`config.mk`:
```
export PLATFORM = sky130hd
export DESIGN_NAME = sha3_block_padder
export DESIGN_NICKNAME = d
export VERILOG_FILES = /design/src/rtl/sha3_pkg.sv /design/src/rtl/padder1.sv /design/src/rtl/sha3_block_padder.sv
export SDC_FILE = /design/constraint.sdc
export NUM_CORES = 1
export LEC_CHECK = 0
export BUFFER_PORTS_ARGS = -buffer_cell sky130_fd_sc_hd__buf_4
export CORE_AREA = 4 4 253 255
export DETAILED_ROUTE_END_ITERATION = 10
export DIE_AREA = 0 0 257 259
export PLACE_DENSITY_LB_ADDON = 0.08
export SETUP_SLACK_MARGIN = 0.1
export SYNTH_ARGS = -nofsm -noshare
export SYNTH_HDL_FRONTEND = slang
export SYNTH_SLANG_ARGS = --single-unit
```
`constraint.sdc`:
```
create_clock -name clk -period 3.2 [get_ports clk]
set_input_delay 0.32 -clock clk [delete_from_list [all_inputs] [get_ports clk]]
set_output_delay 0.32 -clock clk [all_outputs]
set_load 0.02 [all_outputs]
```
`src/rtl/sha3_pkg.sv`:
```
// Shared constants and state encoding for the SHA-3 input padding path.
package sha3_pkg;

    localparam int WORD_W = 64;
    localparam logic [WORD_W-1:0] PAD_END = 64'h8000_0000_0000_0000;

    typedef enum logic [1:0] {
        ACCEPT = 2'd0,
        PAD    = 2'd1,
        DONE   = 2'd2
    } pad_state_e;

endpackage

```
`src/rtl/padder1.sv`:
```
// Byte-level pad of the last message word: keeps the low byte_num bytes,
// places the 0x01 delimiter right after them and clears everything above.
module padder1
    import sha3_pkg::*;
(
    input  logic [WORD_W-1:0] in,
    input  logic [2:0]        byte_num,
    output logic [WORD_W-1:0] out
);

    always_comb begin
        out = '0;
        for (int i = 0; i < 8; i++) begin
            if (3'(i) < byte_num) begin
                out[8*i +: 8] = in[8*i +: 8];
            end else if (3'(i) == byte_num) begin
                out[8*i +: 8] = 8'h01;
            end
        end
    end

endmodule

```
`src/rtl/sha3_block_padder.sv`:
```
// Assembles padded RATE_WORDS-word blocks from a 64-bit word stream and
// hands each block to the permutation with a full/ack handshake.
module sha3_block_padder
    import sha3_pkg::*;
#(
    parameter int RATE_WORDS = 9
) (
    input  logic                         clk,
    input  logic                         reset,
    input  logic [WORD_W-1:0]            in,
    input  logic [2:0]                   byte_num,
    input  logic                         in_ready,
    input  logic                         is_last,
    output logic                         buffer_full,
    output logic [WORD_W*RATE_WORDS-1:0] out,
    output logic                         out_ready,
    input  logic                         f_ack
);

    localparam int BLOCK_W = WORD_W * RATE_WORDS;
    localparam int CNT_W   = $clog2(RATE_WORDS + 1);
    localparam logic [CNT_W-1:0] FULL_CNT  = CNT_W'(RATE_WORDS);
    localparam logic [CNT_W-1:0] LAST_SLOT = CNT_W'(RATE_WORDS - 1);

    pad_state_e          state;
    pad_state_e          state_next;
    logic [CNT_W-1:0]    count;
    logic [BLOCK_W-1:0]  block;
    logic [WORD_W-1:0]   padded_word;
    logic [WORD_W-1:0]   w;
    logic                shift_en;
    logic                terminated;
    logic                block_taken;

    padder1 u_padder1 (
        .in       (in),
        .byte_num (byte_num),
        .out      (padded_word)
    );

    assign buffer_full = (count == FULL_CNT);
    assign out_ready   = buffer_full;
    assign out         = block;
    assign block_taken = f_ack && out_ready;

    always_ff @(posedge clk) begin
        if (reset) begin
            state <= ACCEPT;
        end else begin
            state <= state_next;
        end
    end

    always_comb begin
        state_next = state;
        unique case (state)
            ACCEPT: begin
                if (in_ready && !buffer_full && is_last) begin
                    state_next = (count == LAST_SLOT) ? DONE : PAD;
                end
            end
            PAD: begin
                if (!buffer_full && count == LAST_SLOT) begin
                    state_next = DONE;
                end
            end
            DONE:    state_next = DONE;
            default: state_next = ACCEPT;
        endcase
    end

    // The word entering the block; the end marker is merged in whenever a
    // terminated message fills the last slot of the block.
    always_comb begin
        shift_en   = 1'b0;
        w          = '0;
        terminated = 1'b0;
        unique case (state)
            ACCEPT: begin
                shift_en   = in_ready && !buffer_full;
                w          = is_last ? padded_word : in;
                terminated = is_last;
            end
            PAD: begin
                shift_en   = !buffer_full;
                terminated = 1'b1;
            end
            default: begin
                shift_en = 1'b0;
            end
        endcase
        if (terminated && count == LAST_SLOT) begin
            w = w | PAD_END;
        end
    end

    always_ff @(posedge clk) begin
        if (reset) begin
            count <= '0;
        end else if (block_taken) begin
            count <= '0;
        end else if (shift_en) begin
            count <= count + 1'b1;
        end
    end

    always_ff @(posedge clk) begin
        if (reset) begin
            block <= '0;
        end else if (shift_en) begin
            block <= {block[BLOCK_W-WORD_W-1:0], w};
        end
    end

endmodule

```
### Word level (Yosys, flattened, before mapping)

Index checks and enable logic that the tools add are counted.

| cells by class | value |
|---|---|
| add/subtract/negate cells | 1 |
| multiply operators | 0 |
| divide/modulo/power cells | 0 |
| $lt $le $gt $ge | 8 |
| equal/unequal tests | 13 |
| shift-type cells | 0 |
| multiplexer cells | 25 |
| bitwise operators | 0 |
| reductions and logical operators | 10 |

Operator list:

| operator | count |
|---|---|
| 64-bit two-way mux | 3 |
| 8-bit two-way mux | 8 |
| 3-bit equality test (first input constant) | 4 |
| 3-bit less-than comparator (first input constant) | 4 |
| 4-bit equality test (second input constant) | 2 |
| 1-bit two-way mux | 8 |
| 2-bit by 3-bit equality test with 1-bit output (first input constant) | 2 |
| 1-bit by 3-bit less-than comparator with 1-bit output (first input constant) | 2 |
| 2-bit by 3-bit less-than comparator with 1-bit output (first input constant) | 2 |
| 2-bit two-way mux | 3 |
| 2-bit case mux with 3 select lines | 1 |
| 1-bit logical AND | 5 |
| 4-bit by 1-bit adder with 4-bit output (second input constant) | 1 |
| 2-bit != test (second input constant) | 2 |
| 1-bit case mux with 2 select lines | 2 |
| 1-bit by 3-bit equality test with 1-bit output (first input constant) | 1 |
| 3-bit logical NOT | 1 |
| 2-bit by 1-bit equality test with 1-bit output (second input constant) | 1 |
| 2-bit equality test (second input constant) | 1 |
| 2-bit logical NOT | 1 |
| 2-bit AND reduction | 1 |
| 2-bit OR reduction | 1 |
| 1-bit logical NOT | 1 |

| storage, ports and cells | value |
|---|---|
| register bits | 582 |
| latch bits | 0 |
| memory bits (writable) | 0 |
| memory bits (read-only) | 0 |
| word-level logic and storage cells | 60 |
| memories | 0 |

### Logic depth before layout (Yosys ltp)

Gate-level depths: netlist of run 1.

| depth | value |
|---|---|
| word-level depth | 6 |
| mapped depth | 11 |
| mapped depth without buffers | 6 |

### Cells and area by module

From an unflattened synthesis of run 1, not the netlist that was laid out.

| second synthesis, totals | value |
|---|---|
| cells, all modules | 2837 |
| area, all modules | 23485.0 µm² |

By module, submodules not included:

| module | times used | cells an instance | area each (µm²) | sequential area each (µm²) |
|---|---|---|---|---|
| sha3_block_padder | 1 | 2754 | 22915.7 | 11651.2 |
| padder1 | 1 | 83 | 569.3 | 0.0 |

### Least setup slack after synthesis of run 1

Ideal clock, no wire load.

| path | value |
|---|---|
| kind | flip-flop to flip-flop |
| start | register count[1] |
| end | register block[20] (netlist: out[20]) |
| library setup time | 0.128 ns |
| data arrival time | 1.829 ns |
| path slack | 1.243 ns |
| cell stages (with the launch flop) | 12 |
| buffers on the path | 5 |
| clock period less this slack | 1.957 ns |
| cells stage by stage | dfxtp_1 inv_1 ha_1 and3b_1 buf_6 or2_1 buf_6 buf_6 buf_6 buf_2 a32oi_1 nor2_1 |

| on the way | value |
|---|---|
| cells in the longest elaborated chain, start to end | 4 |

RTL lines:

| item | line | text |
|---|---|---|
| start: declaration | sha3_block_padder.sv:27 | `logic [CNT_W-1:0] count;` |
| start signal: assignment | sha3_block_padder.sv:103 | `count <= count + 1'b1;` |
| 4-bit equality test * | sha3_block_padder.sv:41 | `assign buffer_full = (count == FULL_CNT);` |
| net buffer_full | sha3_block_padder.sv:14 | `output logic buffer_full,` |
| 1-bit logical NOT * | sha3_block_padder.sv:80, sha3_block_padder.sv:85 |  |
| 1-bit logical AND | sha3_block_padder.sv:80 | `shift_en = in_ready && !buffer_full;` |
| 1-bit case mux with 2 select lines * | sha3_block_padder.sv:78 | `unique case (state)` |
| end signal: assignment | sha3_block_padder.sv:111 | `block <= {block[BLOCK_W-WORD_W-1:0], w};` |
| end: declaration | sha3_block_padder.sv:28 | `logic [BLOCK_W-1:0] block;` |

Mark *: on every way through the listed nets, which the timed path passes. The rest lies on a longest branch.
A chain may end at the register's enable or synchronous reset.

### Final worst setup path of run 1

| path | value |
|---|---|
| start | register state[0] |
| end | register block[1] (netlist: out[1]) |

| on the way | value |
|---|---|
| cells in the longest elaborated chain, start to end | 3 |

RTL lines:

| item | line | text |
|---|---|---|
| start: declaration | sha3_block_padder.sv:25 | `pad_state_e state;` |
| start signal: assignment | sha3_block_padder.sv:50 | `state <= state_next;` |
| 2-bit logical NOT | sha3_block_padder.sv:78 |  |
| 64-bit two-way mux | sha3_block_padder.sv:78 |  |
| 64-bit two-way mux | sha3_block_padder.sv:92 | `if (terminated && count == LAST_SLOT) begin` |

Parallel ways exist; a longest one is shown, timed or not.

==> impl_metrics.tcl, run 1 <==
set metrics [dict create \
    status "completed" \
    drc 0 \
    drt_first_iter_violations 1533 \
    grt_usage 0.2187 \
    cts_repair_resize_count 0 \
    finalSetupTns_ps 0 \
    preCtsSetupSlack_ps 474.0 \
    reg2reg_depth 7 \
    grt-ovfl-total 0 \
    setup_viol 0 \
    antenna_cells 0 \
    syn_avg_cell_area_sq_um 8.037 \
    crit_slowest_cell "or2_4" \
    die_w_um 257 \
    wl_per_cell_um 19.23 \
    ys_warn_count 0 \
    rsz0062_at_grt "false" \
    cts_setup_buffers 0 \
    period_share 0.8460 \
    cts_tree "done" \
    period_minus_slack_ps 2707 \
    r2r_end "out[1]$_SDFFE_PP0P_" \
    worstSetupPathType "flip-flop to flip-flop" \
    grt_pass1_vias 17440 \
    setup.worst_path.end "out[1]$_SDFFE_PP0P_" \
    wl_um 77340 \
    synth_edf_count 0 \
    cts-root-buf "clkbuf_16" \
    clock-sinks 582 \
    min-delay-start "in[32]" \
    holdBufCountCts 55 \
    htreeDepth 3 \
    hold_class "input port to flip-flop" \
    clock_latency_ps 580 \
    area_delta_synth_final_pct 41.83 \
    cp_cell_sequence "inv_1 -> ha_1 -> a21oi_2 -> or2_4 -> buf_4 -> a22oi_1 -> nor2_1" \
    syn_nets 2590 \
    worstSetupEndpointType "flip-flop" \
    worst_slack_ps 492.6 \
    crit_path_start_kind "flip-flop" \
    portBuffers 649 \
    dp_hpwl_um 56220 \
    yosysSeqAreaShare 0.5773 \
    hold_violations 0 \
    critical_path_arrival_ps 3220 \
    synth_cell_types 40 \
    via_per_inst 4.713 \
    cpPeakStageDelay_ps 670 \
    grt_antenna_before_repair 1 \
    ant_nets 0 \
    async_flop_share 0 \
    core_sq_um 61600 \
    fmax_ghz 0.3694 \
    fp-row-count 91 \
    maxSlewViolCount 0 \
    grt_start_max_net_pins 141 \
    synthCells 2511 \
    cts_buffers 66 \
    critPathLaunch "state[0]$_SDFFE_PP0P_" \
    drv_cap 0 \
    vias 18950 \
    syn_area_sq_um 20180 \
    tightest_slew_ps 1073 \
    ys_ff_latch 582 \
    skew_ps 21.89 \
    slew_headroom 0.2845 \
    drtPass1Iterations 5 \
    clk_pin_slew_ps 60 \
    start_util 0.3276 \
    worstReg2RegStart "state[0]$_SDFFE_PP0P_" \
    nNetsFinal 3219 \
    powerDensity_nw_per_um2 722.0 \
    die_area_sq_um 66560 \
    path_max_fanout 33 \
    ys_dominant_reg_cell "dfxtp_1" \
    drive_above_1_share 0.2540 \
    grt_pass1_wl_um 114200 \
    io_pins 650 \
    r2r_setup_slack_ps 490 \
    max-vdd-ir-drop_mv 0.3964 \
    cts_buffer_depth 3 \
    crit_required_ps 3710 \
    die_h_um 259 \
    p_leak_uw 0.01121 \
    gp_congestion 0.8326 \
]
[flip-flops by register name, summed over array words and instances (netlist names)]
register and count:
count 4, out 576, state 2
[area by class of cell]
class / count / area [sq um]
clock buffer: 98 / 1996
timing repair buffer: 755 / 6126
multi-input combinational: 1729 / 7642
tap: 837 / 1047
inverter: 6 / 22.52
fill: 6154 / 32980
sequential: 582 / 11650
clock inverter: 15 / 137.6
[worst max-delay path, delay by kind of cell, from the launching register on]
kind | cells | cell delay, ps
and+or+nand+nor | 2 | 820
AOI/OAI and AO/OA | 2 | 640
buffers and inverters | 2 | 520
adders and majority gates | 1 | 250
DFF | 1 | 380
[cell families after synthesis]
family	count (synthesis)	synth area share
muxes	2	0.001054
DFF	582	0.5773
buffers and inverters	200	0.04489
AOI/OAI and AO/OA	593	0.1572
adders and majority gates	7	0.004340
xor gates and xnor gates	2	0.0008682
and+or+nand+nor	1125	0.2143
[synth_stat cells, types with 2 or more instances]
cell type	instances	share of area
xnor2_1	2	0.00087
a22o_1	8	0.0035
and3b_1	2	0.00087
buf_4	2	0.00074
o21ai_0	5	0.0012
nand2_1	1045	0.19
dfxtp_1	582	0.58
a32oi_1	21	0.0091
ha_1	7	0.0043
nor3_1	3	0.00074
nor2b_1	2	0.00062
inv_1	6	0.0011
a22oi_1	21	0.0078
a31oi_1	2	0.00062
nor2_1	51	0.0095
o211ai_1	3	0.0011
nand2b_1	3	0.00093
nor4_2	2	0.0012
buf_2	94	0.023
a21oi_1	527	0.13
buf_6	4	0.0022
nand3_1	8	0.0020
clkbuf_1	94	0.017
[worst min path at each step]
stage	endpoint	depth (start not counted)
finish	out[32]$_SDFFE_PP0P_	3
global route	out[60]$_SDFFE_PP0P_	3
CTS	out[32]$_SDFFE_PP0P_	3
detailed placement	out[575]$_SDFFE_PP0P_	2
global placement	out[571]$_SDFFE_PP0P_	2
floorplan	out[10]$_SDFFE_PP0P_	1
[stage by stage]
stage          total power (uW)  instances  hold WS (ps)    util  cell area, sq um
2_1_floorplan             11200       2511         445.7       -             20180
3_3_place_gp              13290       3854         441.7  0.4211             25940
3_5_place_dp              13330       3854         448.1  0.4211             25940
4_1_cts                   20890       4022         12.69  0.4647             28620
5_1_grt                   21650       4022         28.57  0.4647             28620
6_report                  20670       4022         54.28  0.4647             28620
[cells in the final DEF (no fill, tap or decap), types with 3 or more instances in the layout]
master,Yosys,layout
o21ai_0,5,5
ha_1,7,7
nand2b_1,3,3
a22oi_1,21,21
buf_4,2,674
inv_1,6,6
clkbuf_1,94,13
o211ai_1,3,3
a21oi_1,527,527
dfxtp_1,582,582
nor3_1,3,3
nand3_1,8,8
clkbuf_16,0,69
a32oi_1,21,21
nand2_1,1045,1045
buf_12,0,25
a22o_1,8,8
nor2_1,51,50
clkinv_2,0,9
dlygate4sd3_1,0,55
clkbuf_8,0,16
[power by group]
part	switching (uW)	internal (uW)	leakage (uW)
clock network	2990	4460	0.00105
registers	384	7640	0.00470
logic	3590	1600	0.00546
total	6960	13700	0.0112
[layer usage]
metal | share of wire | global-route usage | vias up
met5 | 0 | 0 | -
met4 | 0.032 | 0.07653 | 0
met3 | 0.071 | 0.05677 | 108
met2 | 0.45 | 0.3328 | 637
met1 | 0.45 | 0.3018 | 8776
li1 | - | - | 9433
No activity file was read; power rests on OpenSTA's default activity.
==> run 2, diff against run 1 <==
ABC_AREA = 1   (was not set)
clock period = 2.5 ns   (was 3.2 ns; I/O delays follow)
==> impl_metrics.tcl, run 2 <==
set metrics [dict create \
    status "completed" \
    crit_buf_inv 2 \
    slew_headroom 0.4978 \
    ys_ff_latch 582 \
    crit_required_ps 3020 \
    drv_cap 0 \
    synthCells 2598 \
    holdWs_ps 65.45 \
    syn_avg_cell_area_sq_um 7.796 \
    preCtsSetupSlack_ps 487.2 \
    cts-root-buf "clkbuf_16" \
    stdcell_area_sq_um 28580 \
    vias 18920 \
    setup_viol 0 \
    cp_cell_sequence "inv_1 -> ha_1 -> nand2_1 -> nand2_2 -> nand2_8 -> buf_12 -> o21ai_0 -> nor2_1" \
    syn_nets 2677 \
    nNetsFinal 3292 \
    cts_buffers 66 \
    post_dp_cell_area_sq_um 25810 \
    dp_hpwl_um 55070 \
    synth_commonest_cells "1033 x nor2_1, 582 x dfxtp_1, 516 x o21ai_0" \
    die_area_sq_um 66560 \
    period_minus_slack_ps 2062 \
    worst_slack_ps 437.8 \
    maxSlewViolCount 0 \
    drtPass1Iterations 6 \
    max-vdd-ir-drop_mv 0.5931 \
    synth_top_cell_area_share 0.5753 \
    gp_congestion 0.8319 \
    path_max_fanout 117 \
    cts_tree "done" \
    clock-sinks 582 \
    skew_ps 17.97 \
    worstSetupPathType "flip-flop to flip-flop" \
    ys_warn_count 0 \
    layout_common_cells "1033 x nor2_1, 659 x buf_4, 582 x dfxtp_1" \
    wl_per_cell_um 18.63 \
    ant_nets 0 \
    ys_dominant_reg_cell "dfxtp_1" \
    synthMostInstantiatedCell "nor2_1" \
    final_common_cell "nor2_1" \
    largest_reg_flops 576 \
    clock_latency_ps 580 \
    drc 0 \
    drt_first_iter_violations 1414 \
    yosysSeqAreaShare 0.5753 \
    wl_um 76290 \
    area_delta_synth_final_pct 41.10 \
    synth_edf_count 0 \
    hold_violations 0 \
    synth_area_leaders "dfxtp_1 58%, nor2_1 19%, o21ai_0 13%, nand2_1 2.2%, buf_2 2.0%" \
    core_sq_um 61600 \
    crit_slowest_cell "dfxtp_1" \
    io_pins 650 \
    grt_antenna_before_repair 1 \
    via_per_inst 4.618 \
    grt_pass1_wl_um 112500 \
    tightest_slew_ps 753.3 \
    drive_above_1_share 0.2422 \
    cpPeakStageDelay_ps 360 \
    critical_path_arrival_ps 2580 \
    fp-row-count 91 \
    period_share 0.8249 \
    grt_pass1_vias 17650 \
    worstSetupEndpointType "flip-flop" \
    htreeDepth 3 \
    path_delay_family "simple AND/OR/NAND/NOR gates" \
    grt_usage 0.2153 \
    powerDensity_nw_per_um2 1787 \
    rsz0062_at_grt "false" \
    async_flop_share 0 \
    p_leak_uw 0.01289 \
    clk_pin_slew_ps 60 \
    syn_area_sq_um 20250 \
    die_h_um 259 \
    hold_class "input port to flip-flop" \
    cts_buffer_depth 3 \
    crit_path_start_kind "flip-flop" \
    die_w_um 257 \
    cts_repair_resize_count 0 \
    grt-ovfl-total 0 \
    synth_area_leader_cell "dfxtp_1" \
    portBuffers 649 \
    synth_cell_types 25 \
    grt_start_max_net_pins 118 \
    start_util 0.3288 \
    fmax_ghz 0.4849 \
    finalSetupTns_ps 0 \
]
==> run 2: changes by cell type after synthesis, sizes merged, moves of 8 or more <==
| cell | delta |
|---|---|
| nand2 | -924 |
| a32oi | -21 |
| a22oi | -21 |
| buf | -11 |
| o21ai | +511 |
| a22o | -8 |
| nor2 | +984 |
| inv | +21 |
| nand3 | +30 |
| a21oi | -452 |
==> run 2: power breakdown <==
group | switching [uW] | internal, uW
sequential | 3550 | 13400
clock | 3800 | 5920
combinational | 15600 | 8760
total | 23000 | 28100
==> run 2: kinds of logic (layout without fill, tap and decap cells) <==
group | after synthesis | count (layout) | share of synthesized area
other | 0 | 1 | 0
AOI/OAI and AO/OA | 596 | 596 | 0.1476
and+or+nand+nor | 1197 | 1197 | 0.2262
buffers and inverters | 216 | 876 | 0.04658
adders and majority gates | 7 | 7 | 0.004324
DFF | 582 | 582 | 0.5753
==> run 2: path summary, 6_finish.rpt <==
| kind | slack, ps | depth (start not counted) | end | from |
|---|---|---|---|---|
| setup / recovery | 440 | 8 | out[485]$_SDFFE_PP0P_ | state[0]$_SDFFE_PP0P_ |
| hold / removal | 70 | 5 | out[8]$_SDFFE_PP0P_ | in[8] |
| setup reg to reg | 440 | 8 | out[485]$_SDFFE_PP0P_ | state[0]$_SDFFE_PP0P_ |
| hold reg to reg | 480 | 2 | out[5]$_SDFFE_PP0P_ | out[5]$_SDFFE_PP0P_ |
==> run 2: per-layer routing <==
metal  vias up  global-route usage  wire length, um
met1      8701              0.2830            33650
met5         -                   0                0
met4         0             0.07698             2509
met3       109             0.05141             4719
met2       533              0.3474            35410
li1       9573                   -                -
==> run 2: stage by stage <==
| step | utilization | std cells | total power (uW) |
|---|---|---|---|
| after floorplan | - | 2598 | 30370 |
| after global placement | 0.4190 | 3924 | 41400 |
| after detailed placement | 0.4190 | 3924 | 41740 |
| after CTS | 0.4639 | 4095 | 51690 |
| after global routing | 0.4639 | 4095 | 54630 |
| final | 0.4639 | 4096 | 51080 |
==> run 2: layout make-up <==
cell class | count | area [sq um]
Clock inverter | 16 | 191.4
Antenna cell | 1 | 2.502
Multi-Input combinational cell | 1800 | 7667
Tap cell | 837 | 1047
Clock buffer | 97 | 1993
Inverter | 27 | 116.4
Timing Repair Buffer | 736 | 5908
Sequential cell | 582 | 11650
Fill cell | 6258 | 33020
==> run 2: worst register-to-register path, delay by kind of cell (launching register included) <==
kind	cells	cell delay [ps]
and+or+nand+nor	4	560
buffers and inverters	2	460
AOI/OAI and AO/OA	1	390
DFF	1	360
adders and majority gates	1	230
==> run 2: timing repair <==
action                    in CTS  in global routing
setup buffers                  0                  0
hold endpoints to repair      58                  0
hold buffers                  58                  0
